File: config.mk
export PLATFORM = sky130hd
export DESIGN_NAME = text_console
export DESIGN_NICKNAME = d
export VERILOG_FILES = /design/src/rtl/text_console_pkg.sv /design/src/rtl/text_console_mover.sv /design/src/rtl/text_console.sv
export SDC_FILE = /design/constraint.sdc
export NUM_CORES = 1
export LEC_CHECK = 0
export CAP_MARGIN = 0
export CORE_UTILIZATION = 30
export CTS_CLUSTER_SIZE = 12
export DETAILED_ROUTE_END_ITERATION = 8
export PLACE_DENSITY_LB_ADDON = 0.2
export SLEW_MARGIN = 15
export SYNTH_ARGS = -nofsm -noshare
export SYNTH_HDL_FRONTEND = slang
export SYNTH_SLANG_ARGS = --single-unit
File: constraint.sdc
create_clock -name clock -period 4 [get_ports clock]
set_input_delay 0.6 -clock clock [delete_from_list [all_inputs] [get_ports clock]]
set_output_delay 0.6 -clock clock [all_outputs]
set_load 0.01 [all_outputs]
File: src/rtl/text_console_pkg.sv
// text_console_pkg: shared defaults, control codes and
// the state encoding used by text_console and its mover.
package text_console_pkg;
  localparam logic [17:0] DEF_BASE = 18'h0F000;
  localparam int DEF_COLS = 80;
  localparam int DEF_ROWS = 25;

  localparam logic [7:0] CH_BS = 8'h08;
  localparam logic [7:0] CH_LF = 8'h0A;
  localparam logic [7:0] CH_FF = 8'h0C;
  localparam logic [7:0] CH_CR = 8'h0D;
  localparam logic [7:0] CH_SP = 8'h20;

  typedef enum logic [2:0] {
    IDLE,
    PUT_CHAR,
    PUT_ATTR,
    SCR_RD,
    SCR_WAIT,
    SCR_WR,
    FILL_CHR,
    FILL_ATR
  } state_t;
endpackage

File: src/rtl/text_console_mover.sv
// text_console_mover: scroll copy and space/attr fill engine.
// Scroll copy exists only with TEXT_CONSOLE_SCROLL_EN defined.
module text_console_mover
  import text_console_pkg::*;
#(
  parameter logic [17:0] BASE = DEF_BASE,
  parameter int COLS = DEF_COLS,
  parameter int ROWS = DEF_ROWS
) (
  input  logic        clock,
  input  logic        reset_n,
  input  logic        start,
  input  logic        scroll,
  input  logic [7:0]  attr,
  input  logic [7:0]  rdata,
  output logic        done,
  output logic [17:0] address,
  output logic [7:0]  wdata,
  output logic        we
);
  localparam int CELLS = COLS * ROWS;
  localparam logic [12:0] CELL_LAST = 13'(CELLS - 1);
`ifdef TEXT_CONSOLE_SCROLL_EN
  localparam logic [12:0] COPY_LAST = 13'(2 * (CELLS - COLS) - 1);
  localparam logic [12:0] ROW_LAST = 13'(CELLS - COLS);
  localparam logic [17:0] SRC = BASE + 18'(2 * COLS);
  logic [17:0] cnt_b;
`else
  wire scroll_unused = scroll ^ (^rdata);
`endif

  state_t state, state_nxt;
  logic [12:0] cnt, cnt_nxt;
  logic [17:0] cell_b;

  // cnt is a byte index while copying, a cell index while filling
  assign cell_b = {4'b0, cnt, 1'b0};
`ifdef TEXT_CONSOLE_SCROLL_EN
  assign cnt_b = {5'b0, cnt};
`endif

  always_ff @(posedge clock) begin
    if (!reset_n) begin
      state <= IDLE;
      cnt <= '0;
    end else begin
      state <= state_nxt;
      cnt <= cnt_nxt;
    end
  end

  always_comb begin
    state_nxt = state;
    cnt_nxt = cnt;
    address = '0;
    wdata = '0;
    we = 1'b0;
    done = 1'b0;
    unique case (state)
      IDLE: begin
        if (start) begin
          cnt_nxt = '0;
`ifdef TEXT_CONSOLE_SCROLL_EN
          state_nxt = scroll ? SCR_RD : FILL_CHR;
`else
          state_nxt = FILL_CHR;
`endif
        end
      end
`ifdef TEXT_CONSOLE_SCROLL_EN
      SCR_RD: begin
        address = SRC + cnt_b;
        state_nxt = SCR_WAIT;
      end
      SCR_WAIT: begin
        address = SRC + cnt_b;
        state_nxt = SCR_WR;
      end
      SCR_WR: begin
        address = BASE + cnt_b;
        wdata = rdata;
        we = 1'b1;
        if (cnt == COPY_LAST) begin
          state_nxt = FILL_CHR;
          cnt_nxt = ROW_LAST;
        end else begin
          state_nxt = SCR_RD;
          cnt_nxt = cnt + 13'd1;
        end
      end
`endif
      FILL_CHR: begin
        address = BASE + cell_b;
        wdata = CH_SP;
        we = 1'b1;
        state_nxt = FILL_ATR;
      end
      FILL_ATR: begin
        address = BASE + cell_b + 18'd1;
        wdata = attr;
        we = 1'b1;
        if (cnt == CELL_LAST) begin
          state_nxt = IDLE;
          done = 1'b1;
        end else begin
          state_nxt = FILL_CHR;
          cnt_nxt = cnt + 13'd1;
        end
      end
      default: state_nxt = IDLE;
    endcase
  end
endmodule

File: src/rtl/text_console.sv
// text_console: CPU byte stream to video RAM text cells.
// Define TEXT_CONSOLE_SCROLL_EN to scroll instead of wrap.
module text_console
  import text_console_pkg::*;
#(
  parameter logic [17:0] BASE = DEF_BASE,
  parameter int COLS = DEF_COLS,
  parameter int ROWS = DEF_ROWS
) (
  input  logic        clock,
  input  logic        reset_n,
  input  logic        in_valid,
  input  logic [7:0]  in_data,
  input  logic [7:0]  in_attr,
  output logic        in_ready,
  output logic [17:0] mem_address,
  output logic [7:0]  mem_wdata,
  output logic        mem_we,
  input  logic [7:0]  mem_rdata,
  output logic [10:0] cursor
);
  localparam int CELLS = COLS * ROWS;
  localparam logic [10:0] COLS_C = 11'(COLS);
  localparam logic [10:0] LAST = 11'(CELLS - 1);
  localparam logic [11:0] CELLS_W = 12'(CELLS);
`ifdef TEXT_CONSOLE_SCROLL_EN
  localparam logic [10:0] ROW_LAST = 11'(CELLS - COLS);
`endif

  state_t state, state_nxt;
  logic [10:0] cur, cur_nxt;
  logic [7:0] char_q, attr_q;
  logic accept;
  logic mv_start, mv_scroll, mv_done, mv_we;
  logic [17:0] mv_address;
  logic [7:0] mv_wdata;
  logic [11:0] lf_sum;
  logic [17:0] cell_addr;

  assign in_ready = reset_n && (state == IDLE);
  assign accept = in_valid && in_ready;
  assign lf_sum = {1'b0, cur} + {1'b0, COLS_C};
  assign cell_addr = BASE + {6'b0, cur, 1'b0};
  assign cursor = cur;

  text_console_mover #(
    .BASE(BASE),
    .COLS(COLS),
    .ROWS(ROWS)
  ) u_mover (
    .clock(clock),
    .reset_n(reset_n),
    .start(mv_start),
    .scroll(mv_scroll),
    .attr(attr_q),
    .rdata(mem_rdata),
    .done(mv_done),
    .address(mv_address),
    .wdata(mv_wdata),
    .we(mv_we)
  );

  always_ff @(posedge clock) begin
    if (!reset_n) begin
      state <= IDLE;
      cur <= '0;
      char_q <= '0;
      attr_q <= '0;
    end else begin
      state <= state_nxt;
      cur <= cur_nxt;
      if (accept) begin
        char_q <= in_data;
        attr_q <= in_attr;
      end
    end
  end

  // SCR_RD / FILL_CHR here mean "mover busy" until it reports done
  always_comb begin
    state_nxt = state;
    cur_nxt = cur;
    mv_start = 1'b0;
    mv_scroll = 1'b0;
    mem_address = mv_address;
    mem_wdata = mv_wdata;
    mem_we = mv_we;
    unique case (state)
      IDLE: begin
        if (accept) begin
          unique case (1'b1)
            (in_data >= CH_SP): state_nxt = PUT_CHAR;
            (in_data == CH_CR): cur_nxt = cur - (cur % COLS_C);
            (in_data == CH_LF): begin
              if (lf_sum >= CELLS_W) begin
`ifdef TEXT_CONSOLE_SCROLL_EN
                mv_start = 1'b1;
                mv_scroll = 1'b1;
                state_nxt = SCR_RD;
`else
                cur_nxt = 11'(lf_sum - CELLS_W);
`endif
              end else begin
                cur_nxt = lf_sum[10:0];
              end
            end
            (in_data == CH_BS): begin
              if (cur != '0) cur_nxt = cur - 11'd1;
            end
            (in_data == CH_FF): begin
              mv_start = 1'b1;
              state_nxt = FILL_CHR;
            end
            default: ;
          endcase
        end
      end
      PUT_CHAR: begin
        mem_address = cell_addr;
        mem_wdata = char_q;
        mem_we = 1'b1;
        state_nxt = PUT_ATTR;
      end
      PUT_ATTR: begin
        mem_address = cell_addr + 18'd1;
        mem_wdata = attr_q;
        mem_we = 1'b1;
        state_nxt = IDLE;
        if (cur == LAST) begin
`ifdef TEXT_CONSOLE_SCROLL_EN
          mv_start = 1'b1;
          mv_scroll = 1'b1;
          state_nxt = SCR_RD;
          cur_nxt = ROW_LAST;
`else
          cur_nxt = '0;
`endif
        end else begin
          cur_nxt = cur + 11'd1;
        end
      end
`ifdef TEXT_CONSOLE_SCROLL_EN
      SCR_RD: begin
        if (mv_done) state_nxt = IDLE;
      end
`endif
      FILL_CHR: begin
        if (mv_done) begin
          state_nxt = IDLE;
          cur_nxt = '0;
        end
      end
      default: state_nxt = IDLE;
    endcase
  end
endmodule
Word level (Yosys, flattened, before mapping):

Cells that the tools add are included.

* register bits: 46
* input bits: 27
* output and inout bits: 39
* word-level logic and storage cells: 77

* add/subtract/negate cells: 10
* divide/modulo/power cells: 1
* order comparisons: 2
* equal/unequal tests: 18
* mux-type cells: 28
* reduce and logical (&&, ||, !) cells: 12

Operators with widths (count)
* $pmux 18 s2: 2
* $pmux 11 s3: 2
* $mux 11: 5
* $eq 8x4->1 const B: 4
* $pmux 8 s2: 2
* $mux 13: 2
* $pmux 13 s2: 1
* $add 17x1->18 const B: 1
* $add 18x1->18 const B: 1
* $pmux 3 s3: 2
* $add 16x12->17 const A: 1
* $add 16x14->17 const A: 1
* $add 13x1->13 const B: 1
* $eq 13x11->1 const B: 1
* $add 11x7->12 const B: 1
* $ge 12x11->1 const B: 1
* $mux 3: 4
* $add 11x1->11 const B: 1
* $eq 11x11->1 const B: 1
* $mod 11x7->11 const B: 1
* $reduce_bool 11->1: 1
* $sub 11x1->11 const B: 1
* $sub 11x11->11: 1
* $sub 11x11->11 const B: 1
* 17 further kinds: 32

Longest topological paths before layout:

* depth after elaboration: 7
* gate-level depth with buffers: 19
* mapped depth without buffers: 17

Hierarchy:

From an unflattened synthesis, not the netlist that was laid out.

* cell total of the unflattened synthesis: 651
* area, all modules: 4476.8 µm²

By module, submodules not included
* text_console: times used 1, cells each 511, area an instance 3440.8 µm², seq. area each 600.6 µm²
* text_console_mover: times used 1, cells each 140, area an instance 1036.0 µm², seq. area each 300.3 µm²

Worst setup path after synthesis:

Ideal clock, no wire load.

* kind: register to register
* start point: register cur[4] (netlist: cursor[4])
* end point: register cur[9] (netlist: cursor[9])
* setup time: 81 ps
* arrival time: 4323 ps
* data required time: 3919 ps
* slack: -403 ps
* cell stages (with the launch flop): 19
* buffers on the path: 2
* period minus slack after synthesis: 4403 ps
* cell sequence: dfxtp_1 -> clkinv_1 -> ha_1 -> nand2b_1 -> buf_6 -> a2111oi_4 -> a2111oi_1 -> a311o_1 -> buf_6 -> or3_1 -> a221oi_1 -> o21ai_1 -> ha_1 -> or4_1 -> o221a_2 -> o41ai_2 -> xnor2_1 -> nand2_1 -> a41oi_1

* longest elaborated chain between the ends: 6
* elaborated cells on any way between the ends: 17
* those cells by class: 5 x add/sub; 1 x div; 1 x order compare; 2 x eq/ne; 6 x mux; 2 x reduce/logical

Ends and longest elaborated chain
* start, declared: RTL line text_console.sv:31 `logic [10:0] cur, cur_nxt;`
* start signal, assigned: RTL line text_console.sv:71 `cur <= cur_nxt;`
* parallel branches: the longest is 6 deep, another holds $mod 11x7->11

Parallel ways; which one is timed is not known. The select of a mux whose other input is x is not followed.
A chain may end at the register's enable or synchronous reset.

Final worst setup path:

* start point: register cur[4] (netlist: cursor[4])
* end point: register cur[8] (netlist: cursor[8])

Same word-level chain as after synthesis.

==> impl_results.html <==
<table>
<tr><th>Metric</th><th>Value</th></tr>
<tr><th colspan="2">Yosys</th></tr>
<tr><td>Top post-synthesis cells by area</td><td>sky130_fd_sc_hd__dfxtp_1 22%, sky130_fd_sc_hd__nand2_1 7.2%, sky130_fd_sc_hd__nand3_1 5.9%</td></tr>
<tr><td>Most frequently used flop master after synthesis</td><td>sky130_fd_sc_hd__dfxtp_1</td></tr>
<tr><td>Combinational family with the most area after synthesis</td><td>simple AND/OR/NAND/NOR gates</td></tr>
<tr><td>Number of flops mapped to enable cells by yosys</td><td>0</td></tr>
<tr><td>Share of cell area taken by muxes after synthesis</td><td>0.00518</td></tr>
<tr><td>Post-Synthesis Cells</td><td>around 580</td></tr>
<tr><td>Post-Synth Simple-Gate Area</td><td>0.347</td></tr>
<tr><td>Share of synthesized flip-flops with an asynchronous set or reset</td><td>0</td></tr>
<tr><td>Cell type contributing the most total cell area after synthesis</td><td>sky130_fd_sc_hd__dfxtp_1</td></tr>
<tr><td>Top-area cell type share of the netlist area</td><td>0.220</td></tr>
<tr><td>Yosys warnings</td><td>0</td></tr>
<tr><td>Syn Area/Cell</td><td>~7 µm²</td></tr>
<tr><td>Share of the synthesized netlist area taken by xor and xnor gates</td><td>0.0406</td></tr>
<tr><td>Yosys cell types</td><td>86</td></tr>
<tr><td>Mapped Area</td><td>about 0.0041 mm²</td></tr>
<tr><td>Share of the synthesized area in compound gates (AO/OA/AOI/OAI)</td><td>0.272</td></tr>
<tr><td>Adder and majority gate portion of the synthesized area</td><td>0.0457</td></tr>
<tr><td>Portion of the post-synthesis area used by sequential elements</td><td>0.220</td></tr>
<tr><td>Synthesized flop and latch total</td><td>45</td></tr>
<tr><th colspan="2">Clock network</th></tr>
<tr><td>CTS tree</td><td>done</td></tr>
<tr><td>Clock transition at path regs</td><td>70 ps</td></tr>
<tr><td>Total CTS buffers</td><td>5</td></tr>
<tr><td>Worst-Skew Late Latency</td><td>290 ps</td></tr>
<tr><td>CTS H-tree depth</td><td>2</td></tr>
<tr><td>Clock Tree Root</td><td>sky130_fd_sc_hd__clkbuf_16</td></tr>
<tr><td># clock sinks</td><td>45</td></tr>
<tr><td>Maximum number of buffers from clock root to sink</td><td>2</td></tr>
<tr><th colspan="2">Global routing</th></tr>
<tr><td>Global-route wire length before repair</td><td>~22000 µm</td></tr>
<tr><td>Vias in the first global route</td><td>4375</td></tr>
<tr><td>Global-route congestion overflow total</td><td>0</td></tr>
<tr><td>Overall global routing resource usage</td><td>0.188</td></tr>
<tr><td>Pin count of the biggest net entering global routing</td><td>39</td></tr>
<tr><td>Antenna violations before repair</td><td>0</td></tr>
<tr><th colspan="2">STA</th></tr>
<tr><td>Final worst path period share</td><td>0.977</td></tr>
<tr><td>Worst clock skew on the final layout</td><td>between 7 and 8 ps</td></tr>
<tr><td>Final hold vios</td><td>0</td></tr>
<tr><td>Setup repair after global routing missed its margin</td><td>yes</td></tr>
<tr><td>Clock period minus worst slack</td><td>between 3000 and 4000 ps</td></tr>
<tr><td>Final-report setup violation count</td><td>0</td></tr>
<tr><td>Max-Slew Margin vs Limit</td><td>0.531</td></tr>
<tr><td>Maximum clock frequency</td><td>about 260 MHz</td></tr>
<tr><td>Max-slew violations</td><td>0</td></tr>
<tr><td>Slew of the pin with the lowest slew margin</td><td>between 600 and 700 ps</td></tr>
<tr><th colspan="2">Floorplanning</th></tr>
<tr><td>I/O pin count</td><td>66</td></tr>
<tr><td>Effective utilization at floorplan</td><td>0.309</td></tr>
<tr><td>Die span in x</td><td>between 100 and 150 µm</td></tr>
<tr><td>Die Height</td><td>119 µm</td></tr>
<tr><td>Count of standard-cell rows</td><td>42</td></tr>
<tr><td>Full die area</td><td>~0.014 mm²</td></tr>
<tr><td>Area of the core</td><td>0.0133 mm²</td></tr>
<tr><th colspan="2">Setup path</th></tr>
<tr><td>Cell type with the highest occurrence count on the critical path</td><td>sky130_fd_sc_hd__ha_4</td></tr>
<tr><td>Req. time, crit path</td><td>about 4200 ps</td></tr>
<tr><td>Worst Path Max Fanout</td><td>4</td></tr>
<tr><td>Highest-delay cell along the critical path</td><td>sky130_fd_sc_hd__or3_1</td></tr>
<tr><td>Critical register-to-register path startpoint</td><td>cursor[4]$_SDFFE_PN0P_</td></tr>
<tr><td>Source of the critical timing path</td><td>cursor[4]$_SDFFE_PN0P_</td></tr>
<tr><td>Crit Path Class</td><td>flip-flop to flip-flop</td></tr>
<tr><td>Cell chain of the critical path</td><td>clkinv_4, ha_4, and2b_2, buf_6, nor2_4, o2111a_1, or2_1, or3_1, a221oi_2, o21ai_2, ha_4, o211a_1, nand4_1, a41oi_2, o21ai_1, nand2b_1, xnor2_1, o32ai_2</td></tr>
<tr><td>Data arrival time of the critical path</td><td>4090 ps</td></tr>
<tr><td>Category of the worst setup path launch point</td><td>flip-flop</td></tr>
<tr><td>WP buf/inv</td><td>2</td></tr>
<tr><td>Critical Path Max Stage Delay</td><td>approximately 370 ps</td></tr>
<tr><td>Dominant delay contributor by cell family on the critical path</td><td>compound AO/OA/AOI/OAI gates</td></tr>
<tr><td>Endpoint class of the critical path</td><td>flip-flop</td></tr>
<tr><th colspan="2">Route</th></tr>
<tr><td>DRC Markers</td><td>0</td></tr>
<tr><td>Wire per inst</td><td>around 16 µm</td></tr>
<tr><td>Remaining number of nets flagged by the antenna check after routing</td><td>0</td></tr>
<tr><td>Vias after detailed routing</td><td>around 4.6k</td></tr>
<tr><td>Vias per cell</td><td>about 5.5</td></tr>
<tr><td>Number of DRC markers after the initial detailed-route iteration</td><td>314</td></tr>
<tr><td>Routed wire length</td><td>roughly 13000 µm</td></tr>
<tr><td>Pre-Repair DR Iteration Count</td><td>7</td></tr>
<tr><th colspan="2">Hold path</th></tr>
<tr><td>Worst min-delay path category</td><td>flip-flop to flip-flop</td></tr>
<tr><td>Min-Delay Startpoint</td><td>attr_q[1]$_SDFFE_PN0P_</td></tr>
<tr><th colspan="2">Outcome</th></tr>
<tr><td>Result of the run</td><td>finished, final reports clean</td></tr>
<tr><th colspan="2">Power and ir drop</th></tr>
<tr><td>Cell Int Power</td><td>~1.1 mW</td></tr>
<tr><td>Switching fraction of total power</td><td>0.369</td></tr>
<tr><td>Net Switching</td><td>641 µW</td></tr>
<tr><td>Worst ir drop on vdd</td><td>0.188 mV</td></tr>
<tr><td>Gate power share</td><td>0.417</td></tr>
<tr><td>Sequential share of power</td><td>0.308</td></tr>
<tr><td>Leakage power figure</td><td>between 2 and 2.5 nW</td></tr>
<tr><td>Part of the total power dissipated in the clock network</td><td>0.274</td></tr>
<tr><td>Power per standard cell area</td><td>322 mW/mm²</td></tr>
<tr><th colspan="2">Placed design</th></tr>
<tr><td>Weighted congestion reported at the end of routability-driven placement</td><td>roughly 0.83</td></tr>
<tr><td>Number of port buffers</td><td>56</td></tr>
<tr><td>Placed cell area</td><td>roughly 0.005 mm²</td></tr>
<tr><td>HPWL after detailed placement</td><td>approximately 9900 µm</td></tr>
<tr><th colspan="2">Final layout</th></tr>
<tr><td>Highest-count cells in the layout ignoring fill and taps</td><td>79 x sky130_fd_sc_hd__nand2_1, 56 x sky130_fd_sc_hd__clkdlybuf4s50_1, 50 x sky130_fd_sc_hd__buf_4</td></tr>
<tr><td>Area grow syn2layout</td><td>31.5%</td></tr>
<tr><td>Final Cell Area</td><td>0.00540 mm²</td></tr>
<tr><td>Final antenna diode count</td><td>0</td></tr>
<tr><td>Fraction of layout cells with a size suffix above 1</td><td>0.159</td></tr>
<tr><td>Most frequent standard cell in the layout excluding fill and tap cells</td><td>sky130_fd_sc_hd__nand2_1</td></tr>
<tr><td>Nets</td><td>690</td></tr>
<tr><td>Final core utilization</td><td>0.406</td></tr>
<tr><th colspan="2">Flow run</th></tr>
<tr><td>Max Cap Violations</td><td>0</td></tr>
</table>
## path summary, 6_finish.rpt
kind	to	slack, ps	depth (start not counted)
max reg2reg	cursor[8]$_SDFFE_PN0P_	90	18
max	cursor[8]$_SDFFE_PN0P_	90	18
min	attr_q[1]$_SDFFE_PN0P_	450	2
min reg2reg	attr_q[1]$_SDFFE_PN0P_	450	2
## what timing repair did
item | CTS | global route
gates resized for setup | 8 | 19
hold buffers | 0 | 0
setup buffers | 0 | 1
pin swaps | 3 | 9
setup endpoints to repair | 3 | 4
gates cloned | 0 | 0
endpoints found under the hold margin | 0 | 0
## area by class of cell
| type | count | area, µm² |
|---|---|---|
| repair buffers | 107 | 947 |
| multi-input cells | 471 | 3070 |
| fillers | 1353 | 7900 |
| well taps | 176 | 220 |
| flip-flops and latches | 45 | 910 |
| inverters | 18 | 75.1 |
| clock buffers | 7 | 164 |
| clock inverters | 1 | 7.51 |
## synth_stat cells (3+ instances only)
cell / count
sky130_fd_sc_hd__nand2_1: 79
sky130_fd_sc_hd__nand3_1: 48
sky130_fd_sc_hd__nor2_1: 47
sky130_fd_sc_hd__dfxtp_1: 45
sky130_fd_sc_hd__a21oi_1: 26
sky130_fd_sc_hd__o21ai_0: 24
sky130_fd_sc_hd__clkbuf_1: 19
sky130_fd_sc_hd__inv_1: 16
sky130_fd_sc_hd__ha_1: 15
sky130_fd_sc_hd__o21ai_1: 15
sky130_fd_sc_hd__buf_2: 13
sky130_fd_sc_hd__and3_1: 11
sky130_fd_sc_hd__nand4_1: 11
sky130_fd_sc_hd__and2_1: 10
sky130_fd_sc_hd__nand2b_1: 10
sky130_fd_sc_hd__nor3_1: 10
sky130_fd_sc_hd__xor2_1: 10
sky130_fd_sc_hd__xnor2_1: 9
sky130_fd_sc_hd__a22o_1: 7
sky130_fd_sc_hd__nor2b_1: 7
sky130_fd_sc_hd__nor3b_1: 7
sky130_fd_sc_hd__o211ai_1: 7
sky130_fd_sc_hd__buf_4: 6
sky130_fd_sc_hd__nor4_1: 6
sky130_fd_sc_hd__a31oi_1: 5
sky130_fd_sc_hd__or3_1: 5
sky130_fd_sc_hd__a211oi_1: 4
sky130_fd_sc_hd__a2bb2oi_1: 4
sky130_fd_sc_hd__a311oi_1: 4
sky130_fd_sc_hd__o2111ai_1: 4
sky130_fd_sc_hd__o31ai_1: 4
sky130_fd_sc_hd__a21boi_0: 3
sky130_fd_sc_hd__a21boi_1: 3
sky130_fd_sc_hd__a21o_1: 3
sky130_fd_sc_hd__a41oi_1: 3
sky130_fd_sc_hd__nand3b_1: 3
sky130_fd_sc_hd__o22ai_1: 3
sky130_fd_sc_hd__or2_1: 3
## power by group through the flow
stage / Clock [mW] / Sequential [mW] / Combinational, mW
floorplan: 0 / 0.529 / 0.443
global placement: 0 / 0.542 / 0.691
detailed placement: 0 / 0.544 / 0.695
CTS: 0.482 / 0.534 / 0.707
global route: 0.506 / 0.542 / 0.791
finish: 0.477 / 0.535 / 0.725
## registers in the layout, indices dropped and copies added, names as in the netlist
name           cells
u_mover.cnt       13
cursor            11
attr_q             8
char_q             8
state              3
u_mover.state      2
## tightest hold or removal path, cell delays in order (launching register included)
cell	delay, ps
sky130_fd_sc_hd__dfxtp_1	310
sky130_fd_sc_hd__nand3_1	60
sky130_fd_sc_hd__nand2_1	40
## metal layers
metal  wire (µm)  vias up  global-route usage
met5           0        -                   0
met4         256        0              0.0530
met3         637       27              0.0345
met2        6260      131               0.299
met1        6300     2161               0.257
li1            -     2254                   -
## through the flow
stage	instances	setup slack (ps)	hold WS, ps	setup TNS (ps)	total power, mW
finish	825	93.6	453	0	1.74
global route	825	-75.3	468	-138	1.84
CTS	824	1.33	455	0	1.72
detailed placement	816	-147	445	-254	1.24
global placement	816	-80.0	443	-120	1.23
floorplan	576	45.1	434	0	0.972
## kinds of logic (layout without fill, tap and decap cells)
group,count (synthesis),after routing
buf+inv,60,133
compound gates,153,153
simple gates,279,279
fa+ha+maj,15,15
flops,45,45
xor+xnor,19,19
mux,2,2
other cells,2,3
No activity file was read; power rests on OpenSTA's default activity.
